### config.mk
export PLATFORM = sky130hd
export DESIGN_NAME = ternary_weight_unpacker_flat
export DESIGN_NICKNAME = d
export VERILOG_FILES = /design/src/rtl/ternary_weight_unpacker_pkg.sv /design/src/rtl/ternary_weight_unpacker_if.sv /design/src/rtl/ternary_byte_decoder.sv /design/src/rtl/ternary_weight_unpacker.sv /design/src/flat_wrapper.sv
export SDC_FILE = /design/constraint.sdc
export NUM_CORES = 1
export LEC_CHECK = 0
export CAP_MARGIN = 10
export CORE_MARGIN = 2
export CORE_UTILIZATION = 35
export DETAILED_ROUTE_END_ITERATION = 8
export PLACE_DENSITY = 0.5
export SLEW_MARGIN = 10
export SYNTH_ARGS = -nofsm -noshare
export SYNTH_HDL_FRONTEND = slang
export SYNTH_SLANG_ARGS = --single-unit
export TNS_END_PERCENT = 1
### constraint.sdc
create_clock -name clk -period 12.4 [get_ports clk]
set_input_delay 1.86 -clock clk [delete_from_list [all_inputs] [get_ports clk]]
set_output_delay 1.86 -clock clk [all_outputs]
set_load 0.005 [all_outputs]
### src/rtl/ternary_weight_unpacker_pkg.sv
// Shared types and constants for the ternary weight unpacker.
// Trit codes follow the systolic array's lane format: bit 1 is the sign, and OR of both bits is non-zero.
package ternary_weight_unpacker_pkg;

   typedef logic [1:0] trit_t;

   localparam trit_t W_ZERO = 2'b00;
   localparam trit_t W_POS  = 2'b01;
   localparam trit_t W_NEG  = 2'b11;

   localparam int unsigned TRITS_PER_BYTE = 5;
   localparam int unsigned MAX_PACKED     = 242;

   // Base-3 digit (0, 1, 2) to array lane code.
   function automatic trit_t trit_to_code(input logic [1:0] i_digit);
      trit_t r_code;
      case (i_digit)
         2'd1:    r_code = W_POS;
         2'd2:    r_code = W_NEG;
         default: r_code = W_ZERO;
      endcase
      return r_code;
   endfunction

endpackage

### src/rtl/ternary_weight_unpacker_if.sv
// Generic valid/ready stream bundle.
// Used for both the packed-byte input and the weight-group output.
interface ternary_weight_unpacker_if #(
   parameter int unsigned WIDTH = 8
) ();

   logic             valid;
   logic             ready;
   logic [WIDTH-1:0] data;

   modport master (output valid, output data, input ready);
   modport slave  (input valid, input data, output ready);

endinterface

### src/rtl/ternary_byte_decoder.sv
// Combinational base-3 decoder: splits one packed byte into five trit codes, trit 0 first.
// Bytes above 242 are flagged invalid and decode to all-zero trits.
module ternary_byte_decoder
   import ternary_weight_unpacker_pkg::*;
(
   input  logic                             [7:0] i_byte,
   output trit_t [TRITS_PER_BYTE-1:0]             o_codes,
   output logic                                   o_invalid
);

   logic [7:0] w_rem;

   always_comb begin
      o_invalid = (i_byte > 8'(MAX_PACKED));
      w_rem     = i_byte;
      o_codes   = '0;
      for (int i = 0; i < int'(TRITS_PER_BYTE); i++) begin
         o_codes[i] = o_invalid ? W_ZERO : trit_to_code(2'(w_rem % 8'd3));
         w_rem      = w_rem / 8'd3;
      end
   end

endmodule

### src/rtl/ternary_weight_unpacker.sv
// Buffers base-3 packed weights (5 trits/byte) and emits LANES trit codes per output beat.
// Storage is a head-aligned shift register: pops shift down by LANES, pushes land after the survivors.
module ternary_weight_unpacker
   import ternary_weight_unpacker_pkg::*;
#(
   parameter int unsigned LANES     = 4,
   parameter int unsigned BUF_TRITS = 12,
   parameter int unsigned CNT_W     = $clog2(BUF_TRITS + 1)
) (
   input  logic                          clk,
   input  logic                          rst_n,
   input  logic                          i_clear,
   ternary_weight_unpacker_if.slave      i_in,
   ternary_weight_unpacker_if.master     o_out,
   output logic [CNT_W-1:0]              o_fill,
   output logic                          o_err_invalid
);

   trit_t                       r_buf [BUF_TRITS];
   trit_t                       w_buf_d [BUF_TRITS];
   logic [CNT_W-1:0]            r_count;
   logic                        r_err;

   trit_t [TRITS_PER_BYTE-1:0]  w_codes;
   logic                        w_invalid;
   logic                        w_push;
   logic                        w_pop;
   logic                        w_out_valid;
   int unsigned                 w_count;
   int unsigned                 w_base;
   int unsigned                 w_count_d;

   ternary_byte_decoder u_decoder (
      .i_byte    (i_in.data),
      .o_codes   (w_codes),
      .o_invalid (w_invalid)
   );

   assign w_count     = 32'(r_count);
   assign w_out_valid = (w_count >= LANES);
   // Ready looks only at the current count; a same-cycle pop earns no credit.
   assign i_in.ready  = !i_clear && ((w_count + TRITS_PER_BYTE) <= BUF_TRITS);
   assign w_push      = i_in.valid && i_in.ready;
   assign w_pop       = w_out_valid && o_out.ready && !i_clear;

   assign o_out.valid   = w_out_valid;
   assign o_fill        = r_count;
   assign o_err_invalid = r_err;

   always_comb begin
      o_out.data = '0;
      if (w_out_valid) begin
         for (int k = 0; k < int'(LANES); k++) begin
            o_out.data[2*k +: 2] = r_buf[k];
         end
      end
   end

   always_comb begin
      w_base    = w_pop ? (w_count - LANES) : w_count;
      w_count_d = w_base + (w_push ? TRITS_PER_BYTE : 0);
      for (int j = 0; j < int'(BUF_TRITS); j++) begin
         w_buf_d[j] = r_buf[j];
      end
      if (w_pop) begin
         for (int j = 0; j < int'(BUF_TRITS - LANES); j++) begin
            w_buf_d[j] = r_buf[j + int'(LANES)];
         end
         for (int j = int'(BUF_TRITS - LANES); j < int'(BUF_TRITS); j++) begin
            w_buf_d[j] = W_ZERO;
         end
      end
      if (w_push) begin
         for (int j = 0; j < int'(BUF_TRITS); j++) begin
            if ((32'(j) >= w_base) && (32'(j) < w_base + TRITS_PER_BYTE)) begin
               w_buf_d[j] = w_codes[3'(32'(j) - w_base)];
            end
         end
      end
   end

   always_ff @(posedge clk or negedge rst_n) begin
      if (!rst_n) begin
         r_count <= '0;
         r_err   <= 1'b0;
         for (int j = 0; j < int'(BUF_TRITS); j++) begin
            r_buf[j] <= W_ZERO;
         end
      end else if (i_clear) begin
         r_count <= '0;
         r_err   <= 1'b0;
      end else begin
         r_count <= CNT_W'(w_count_d);
         r_err   <= r_err | (w_push & w_invalid);
         for (int j = 0; j < int'(BUF_TRITS); j++) begin
            r_buf[j] <= w_buf_d[j];
         end
      end
   end

endmodule

### src/flat_wrapper.sv
// flat-port wrapper written by rule: the top's interface ports become plain ports
module ternary_weight_unpacker_flat import ternary_weight_unpacker_pkg::*;
#(
   parameter int unsigned LANES     = 4,
   parameter int unsigned BUF_TRITS = 12,
   parameter int unsigned CNT_W     = $clog2(BUF_TRITS + 1)
)
  (clk, rst_n, i_clear, o_fill, o_err_invalid, i_in_valid, i_in_data, i_in_ready, o_out_valid, o_out_data, o_out_ready);
  ternary_weight_unpacker_if #(.WIDTH(8)) i_in_i ();
  ternary_weight_unpacker_if #(.WIDTH(8)) o_out_i ();
  input  logic clk;
  input  logic rst_n;
  input  logic i_clear;
  output logic [CNT_W-1:0] o_fill;
  output logic o_err_invalid;
  input wire logic [$bits(i_in_i.valid)-1:0] i_in_valid;
  input wire logic [$bits(i_in_i.data)-1:0] i_in_data;
  output wire logic [$bits(i_in_i.ready)-1:0] i_in_ready;
  output wire logic [$bits(o_out_i.valid)-1:0] o_out_valid;
  output wire logic [$bits(o_out_i.data)-1:0] o_out_data;
  input wire logic [$bits(o_out_i.ready)-1:0] o_out_ready;
  assign i_in_i.valid = i_in_valid;
  assign i_in_i.data = i_in_data;
  assign i_in_ready = i_in_i.ready;
  assign o_out_valid = o_out_i.valid;
  assign o_out_data = o_out_i.data;
  assign o_out_i.ready = o_out_ready;
  ternary_weight_unpacker #(.LANES(LANES), .BUF_TRITS(BUF_TRITS), .CNT_W(CNT_W)) u_core (.clk(clk), .rst_n(rst_n), .i_clear(i_clear), .i_in(i_in_i), .o_out(o_out_i), .o_fill(o_fill), .o_err_invalid(o_err_invalid));
endmodule
==> impl_metrics.yaml, run 1 <==
detailed_routing:
  drc: 0
  dr_total_vias: 5573
  routed_wire_length_per_instance_um: 15.8
  postRouteWirelength_um: 15700
  post_drt_antenna_nets: 0
  avgViaCountPerCell: 5.61
  dr.first_iter.drc_count: 354
  drtPass1Iterations: 5
layout:
  final_net_count: 843
  footprint_of_the_multi_input_gates_um2: 4650
  finish.instance_area_um2: 6700
  antenna_cells: 0
  area.sequential_um2: 726
  fillCellCount: 1561
  post_route_cells_drive_above_1_share: 0.197
  area_added_between_synthesis_and_finish_pct: 22.4
critical_path:
  worst-path-buf-inv: 3
  r2r.worst_path.cells: 19
  critPathKind: "input port to register"
  cp-start-kind: "input port"
  regToRegStartpoint: "u_core.o_fill[0]"
  required_worst_endpoint_ns: 12.55
  critical_path.most_common_cell: "sky130_fd_sc_hd__ha_2"
  crit_slowest_cell: "sky130_fd_sc_hd__ha_2"
  crit_fanout: 6
  cp_data_arrival_time_ns: 11.86
  regToRegSetupSlack_ns: 6.69
  worst_r2r_endpoint: "u_core.r_buf[18]"
  timing.critical_path.to_type: "register"
  path_delay_family: "compound AO/OA/AOI/OAI gates"
  crit_path_max_incr_delay_ns: 0.46
global_routing:
  maximum_number_of_pins_on_one_net_before_global_route_repair: 35
  number_of_global_route_vias_before_repair: 5222
  grt_antenna_before_repair: 0
  groute.usage.overall: 0.186
  grt_remaining_overflow: 0
  grt_first_pass_wirelength_um: 25900
logic_synthesis:
  share_of_yosys_cell_area_claimed_by_the_top_area_cell_type: 0.133
  post_synth_inst_count: 731
  synthDistinctLibCells: 97
  synth-edff-count: 0
  synth-async-reset-ratio: 1.00
  average_cell_area_after_synthesis_um2: 7.49
  synthesis.nets: 792
  postSynthRegisterBits: 29
  synth_sequential_area_ratio: 0.133
  synth_area_leader_cell: "sky130_fd_sc_hd__dfrtp_1"
  netlist_top_cells_area: "sky130_fd_sc_hd__dfrtp_1 (13%), sky130_fd_sc_hd__ha_1 (11%), sky130_fd_sc_hd__nand2_1 (7.0%)"
  syn_area_um2: 5470
  synth_flop_cell: "sky130_fd_sc_hd__dfrtp_1"
  synth.yosys.warnings: 0
timing:
  maxSlewViolCount: 0
  timing.clock.skew_ns: 0.00576
  worst_slew_margin_rel: 0.339
  fmax_mhz: 85.4
  layout_worst_path_cycle_share: 0.944
  tightest_slew_ns: 0.982
  setup_repair_after_global_routing_missed_its_margin: "false"
  finalWorstPathRequiredPeriod_ns: 11.70
  hold_violations: 0
  hold-worst-slack_ns: 0.479
  finalWorstSetupSlack_ns: 0.695
  setup_violators_final: 0
clocking:
  cts_bufs_inserted: 5
  worst_skew_pair.late_latency_ns: 0.28
  tritoncts: "yes"
  holdBufCountCts: 0
  cts.clk_slew.worst_paths_ns: 0.05
  cts_num_sinks: 29
  htree_levels: 2
  worst_case_clock_buffer_depth: 2
  clockRootBuffer: "sky130_fd_sc_hd__clkbuf_16"
placement:
  gpl.final_weighted_congestion: 0.907
  placement.setup.worst_slack_ns: -0.228
  place.port_buffers: 27
  post_dp_cell_area_um2: 6250
  place.detailed.hpwl_um: 12000
hold_path:
  hold_path_class: "register to register"
  min_delay_path_depth: 2
  hold_path.startpoint: "u_core.r_buf[0]"
  min_to: "u_core.r_buf[0]"
floorplan:
  initial_core_util: 0.359
  ioPinCount: 28
  die_w_um: 129
  die_area_um2: 16700
  num_rows: 45
  die_h_um: 129
  core_um2: 15300
power:
  power_leakage_nw: 2.78
  p_per_area_nw_per_um2: 245
  ir_drop_mv: 0.137
run:
  drv_cap: 0
status:
  run_status: "complete, no violations"
## worst max-delay path by stage
stage / start / to / slack, ns / cells past startpoint
2_1_floorplan: i_in_data[7] / u_core.r_buf[6] / -0.20 / 60
3_3_place_gp: i_in_data[6] / u_core.r_buf[6] / 0.08 / 57
3_5_place_dp: i_in_data[6] / u_core.r_buf[6] / -0.23 / 57
4_1_cts: i_in_data[6] / u_core.r_buf[6] / 0.01 / 57
5_1_grt: i_in_data[6] / u_core.r_buf[10] / 0.06 / 57
6_report: i_in_data[6] / u_core.r_buf[8] / 0.70 / 57
## state kept, by name (all words and copies together) (netlist names)
name / cells
u_core.r_buf: 24
u_core.o_fill: 4
u_core.o_err_invalid: 1
## cell usage after synthesis, types with 5 or more instances
| library cell | instances |
|---|---|
| sky130_fd_sc_hd__xnor2_1 | 18 |
| sky130_fd_sc_hd__o22ai_1 | 5 |
| sky130_fd_sc_hd__nor3_1 | 20 |
| sky130_fd_sc_hd__o21a_1 | 7 |
| sky130_fd_sc_hd__clkbuf_1 | 24 |
| sky130_fd_sc_hd__inv_1 | 35 |
| sky130_fd_sc_hd__buf_4 | 6 |
| sky130_fd_sc_hd__dfrtp_1 | 29 |
| sky130_fd_sc_hd__a211o_1 | 5 |
| sky130_fd_sc_hd__ha_1 | 48 |
| sky130_fd_sc_hd__or3_1 | 5 |
| sky130_fd_sc_hd__nor2b_1 | 9 |
| sky130_fd_sc_hd__mux2i_1 | 11 |
| sky130_fd_sc_hd__nand3_1 | 20 |
| sky130_fd_sc_hd__o2111ai_1 | 5 |
| sky130_fd_sc_hd__o21ai_0 | 50 |
| sky130_fd_sc_hd__and2_1 | 21 |
| sky130_fd_sc_hd__or2_2 | 6 |
| sky130_fd_sc_hd__a211oi_1 | 15 |
| sky130_fd_sc_hd__nand2_1 | 102 |
| sky130_fd_sc_hd__a21o_1 | 8 |
| sky130_fd_sc_hd__nor2_1 | 49 |
| sky130_fd_sc_hd__mux4_2 | 8 |
| sky130_fd_sc_hd__buf_2 | 8 |
| sky130_fd_sc_hd__a31oi_1 | 11 |
| sky130_fd_sc_hd__xor2_1 | 10 |
| sky130_fd_sc_hd__a21oi_1 | 40 |
| sky130_fd_sc_hd__o211ai_1 | 8 |
| sky130_fd_sc_hd__o31ai_1 | 5 |
| sky130_fd_sc_hd__nand2b_1 | 15 |
| sky130_fd_sc_hd__o21ai_1 | 7 |
| sky130_fd_sc_hd__nor3b_1 | 8 |
## kinds of logic (layout without fill, tap and decap cells)
group,Yosys count,in the layout,synth area share
multiplexers,24,24,0.0638
flip-flops,29,29,0.133
XOR/XNOR,28,28,0.0448
buffers and inverters,81,133,0.0656
adder cells (fa/ha/maj),49,49,0.112
AND/OR/NAND/NOR,288,288,0.266
AO/OA/AOI/OAI,232,232,0.316
## cell type report
cell class                 count  area share
inverter                      38      0.0213
clock buffer                   7      0.0213
tap                          211      0.0394
timing repair buffer          87       0.110
multi-input combinational    621       0.695
clock inverter                 1     0.00448
sequential                    29       0.108
## through the flow
| stage | util | TNS [ns] | cells | power [W] |
|---|---|---|---|---|
| global placement | 0.410 | 0 | 971 | 0.00140 |
| global route | 0.439 | 0 | 994 | 0.00180 |
| finish | 0.439 | 0 | 994 | 0.00164 |
| floorplan | - | -0.839 | 731 | 0.00108 |
| detailed placement | 0.410 | -1.62 | 971 | 0.00141 |
| CTS | 0.421 | 0 | 979 | 0.00156 |
## routing by layer
| metal | routed length (um) | share of wire | track usage | vias to the layer above |
|---|---|---|---|---|
| met3 | 306 | 0.020 | 0.0149 | 16 |
| met1 | 7970 | 0.51 | 0.271 | 2681 |
| met4 | 202 | 0.013 | 0.0460 | 0 |
| li1 | - | - | - | 2804 |
| met5 | 0 | 0 | 0 | - |
| met2 | 7190 | 0.46 | 0.299 | 72 |
## tightest hold or removal path, stage by stage, from the launching register on
cell                      delay, ns
sky130_fd_sc_hd__dfrtp_1       0.34
sky130_fd_sc_hd__nand2_1       0.05
sky130_fd_sc_hd__o21ai_0       0.05
## layout by cell type (no fill, tap or decap), types with 18 or more instances in the layout
cell	n
sky130_fd_sc_hd__and2_1	21
sky130_fd_sc_hd__nand3_1	20
sky130_fd_sc_hd__dfrtp_1	29
sky130_fd_sc_hd__o21ai_0	42
sky130_fd_sc_hd__nand2_1	101
sky130_fd_sc_hd__a21oi_1	37
sky130_fd_sc_hd__nor3_1	18
sky130_fd_sc_hd__nor2_1	46
sky130_fd_sc_hd__inv_1	34
sky130_fd_sc_hd__clkdlybuf4s50_1	23
sky130_fd_sc_hd__ha_1	38
sky130_fd_sc_hd__buf_4	58
## what timing repair did
action                     4_1_cts  5_1_grt
pin swaps                        1       33
setup endpoints to repair        1       24
setup buffers                    0       15
resized for setup                0       34
## power breakdown
part / internal, W / leakage [nW] / switching [W] / total (W)
logic: 0.000597 / 2.32 / 0.000741 / 0.00134
clock network: 0.000100 / 0.0841 / 0.0000404 / 0.000140
registers: 0.000137 / 0.368 / 0.0000283 / 0.000166
No activity file was read; power rests on OpenSTA's default activity.
==> run 2: changes to the inputs <==
--- a/config.mk
+++ b/config.mk
@@ -14,4 +14,3 @@
 export SYNTH_ARGS = -nofsm -noshare
 export SYNTH_HDL_FRONTEND = slang
 export SYNTH_SLANG_ARGS = --single-unit
-export TNS_END_PERCENT = 1
==> run 2 against run 1 <==
Net effect:
- via count rose by 0.92%
- setup slack got worse by 0.13 ns
- clock power fell by 19%
- fmax fell by 1.1%
- critical path type unchanged
- largest cell class unchanged
==> impl_metrics.yaml, run 2 (synthesis results as in run 1) <==
placement:
  place.port_buffers: 27
  place.detailed.instances: 971
  place.detailed.hpwl_um: 12000
  placement.setup.worst_slack_ns: -0.145
  gpl.final_weighted_congestion: 0.903
detailed_routing:
  dr_total_vias: 5624
  avgViaCountPerCell: 5.70
  drc: 0
  post_drt_antenna_nets: 0
  drtPass1Iterations: 5
  postRouteWirelength_um: 15500
  dr.first_iter.drc_count: 318
  routed_wire_length_per_instance_um: 15.7
floorplan:
  initial_core_util: 0.359
  die_h_um: 129
  num_rows: 45
  die_area_um2: 16700
  core_um2: 15300
  die_w_um: 129
  ioPinCount: 28
timing:
  maxSlewViolCount: 0
  finalWorstSetupSlack_ns: 0.564
  worst_slew_margin_rel: 0.368
  fmax_mhz: 84.5
  finalWorstPathRequiredPeriod_ns: 11.84
  timing.clock.skew_ns: 0.00251
  tightest_slew_ns: 0.940
  setup_violators_final: 0
  hold_violations: 0
  setup_repair_after_global_routing_missed_its_margin: "true"
  layout_worst_path_cycle_share: 0.955
power:
  power_leakage_nw: 2.67
  ir_drop_mv: 0.107
  p_per_area_nw_per_um2: 246
hold_path:
  hold_path_class: "register to register"
clocking:
  cts_bufs_inserted: 5
  cts_num_sinks: 29
  htree_levels: 2
  tritoncts: "yes"
  worst_case_clock_buffer_depth: 2
  cts.clk_slew.worst_paths_ns: 0.05
  clockRootBuffer: "sky130_fd_sc_hd__clkbuf_16"
  worst_skew_pair.late_latency_ns: 0.27
run:
  drv_cap: 0
layout:
  antenna_cells: 0
  most-common-layout-cells: "sky130_fd_sc_hd__nand2_1 (101), sky130_fd_sc_hd__nor2_1 (48), sky130_fd_sc_hd__buf_4 (48), sky130_fd_sc_hd__a21oi_1 (37), sky130_fd_sc_hd__ha_1 (37)"
  area_added_between_synthesis_and_finish_pct: 19.8
  post_route_cells_drive_above_1_share: 0.187
  mostFrequentLayoutCell: "sky130_fd_sc_hd__nand2_1"
  area.sequential_um2: 726
  footprint_of_the_multi_input_gates_um2: 4600
  layoutNonFillerInstCount: 986
  final_net_count: 835
  fillCellCount: 1571
  regMostFlops: "u_core.r_buf"
  flip_flop_count_of_the_largest_register_after_layout: 24
critical_path:
  crit_path_max_incr_delay_ns: 0.49
  required_worst_endpoint_ns: 12.59
  crit_fanout: 8
  crit_slowest_cell: "sky130_fd_sc_hd__clkdlybuf4s50_1"
  critical_path.most_common_cell: "sky130_fd_sc_hd__ha_2"
  cp_data_arrival_time_ns: 12.03
  cp-start-kind: "input port"
  timing.critical_path.to_type: "register"
  critPathKind: "input port to register"
global_routing:
  grt_remaining_overflow: 0
  maximum_number_of_pins_on_one_net_before_global_route_repair: 35
  grt_use_met3: 0.0128
  grt_use_met2: 0.308
  grt_antenna_before_repair: 0
  number_of_global_route_vias_before_repair: 5372
  grt_util_met1: 0.280
  grt_first_pass_wirelength_um: 26500
  groute.usage.overall: 0.189
  gr-max-usage-layer: "met2"
status:
  run_status: "complete, no violations"
## run 2: worst max-delay path, delay by kind of cell
kind | cells | cell delay (ns)
buffers and inverters | 3 | 0.63
AND/OR/NAND/NOR | 12 | 2.21
XOR/XNOR | 4 | 0.52
AO/OA/AOI/OAI | 28 | 4.62
adder cells (fa/ha/maj) | 10 | 2.20
## run 2: worst paths after layout
check	depth (start not counted)	end	slack, ns	startpoint
max reg2reg	22	u_core.r_buf[11]	7.05	u_core.o_fill[3]
max	57	u_core.r_buf[10]	0.56	i_in_data[7]
min	2	u_core.r_buf[1]	0.49	u_core.r_buf[1]
max in group asynchronous	2	u_core.r_buf[1]	10.13	rst_n
min in group asynchronous	2	u_core.r_buf[18]	1.98	rst_n
min reg2reg	2	u_core.r_buf[1]	0.49	u_core.r_buf[1]
## run 2: area by class of cell
| type | instances | area share |
|---|---|---|
| Clock buffer | 6 | 0.0197 |
| Inverter | 38 | 0.0218 |
| Sequential cell | 29 | 0.111 |
| Multi-Input combinational cell | 621 | 0.702 |
| Timing Repair Buffer | 79 | 0.104 |
| Clock inverter | 2 | 0.00153 |
| Tap cell | 211 | 0.0403 |
## run 2: report_power, final
group / internal (W) / switching [W]
Combinational: 0.000585 / 0.000751
Clock: 0.0000735 / 0.0000407
Sequential: 0.000137 / 0.0000224
## run 2: stage by stage
stage	hold slack (ns)	TNS, ns	utilization	total power [W]	cell area [um^2]
6_report	0.493	0	0.430	0.00161	6560
5_1_grt	0.539	-0.362	0.430	0.00177	6560
4_1_cts	0.486	0	0.420	0.00155	6410
3_5_place_dp	0.474	-0.642	0.411	0.00143	6270
3_3_place_gp	0.469	0	0.411	0.00141	6270
2_1_floorplan	0.448	-0.515	-	0.00108	5640
## run 2: layer usage
layer | up-vias | wire length [um]
met2 | 120 | 7000
li1 | 2786 | -
met1 | 2703 | 7850
met5 | - | 0
met4 | 0 | 150
met3 | 15 | 520
## run 2: what timing repair did
item | in CTS | in global routing
resized for setup | 0 | 23
hold buffers | 0 | 0
setup endpoints to repair | 0 | 24
endpoints found under the hold margin | 0 | 0
buffers inserted | 0 | 7
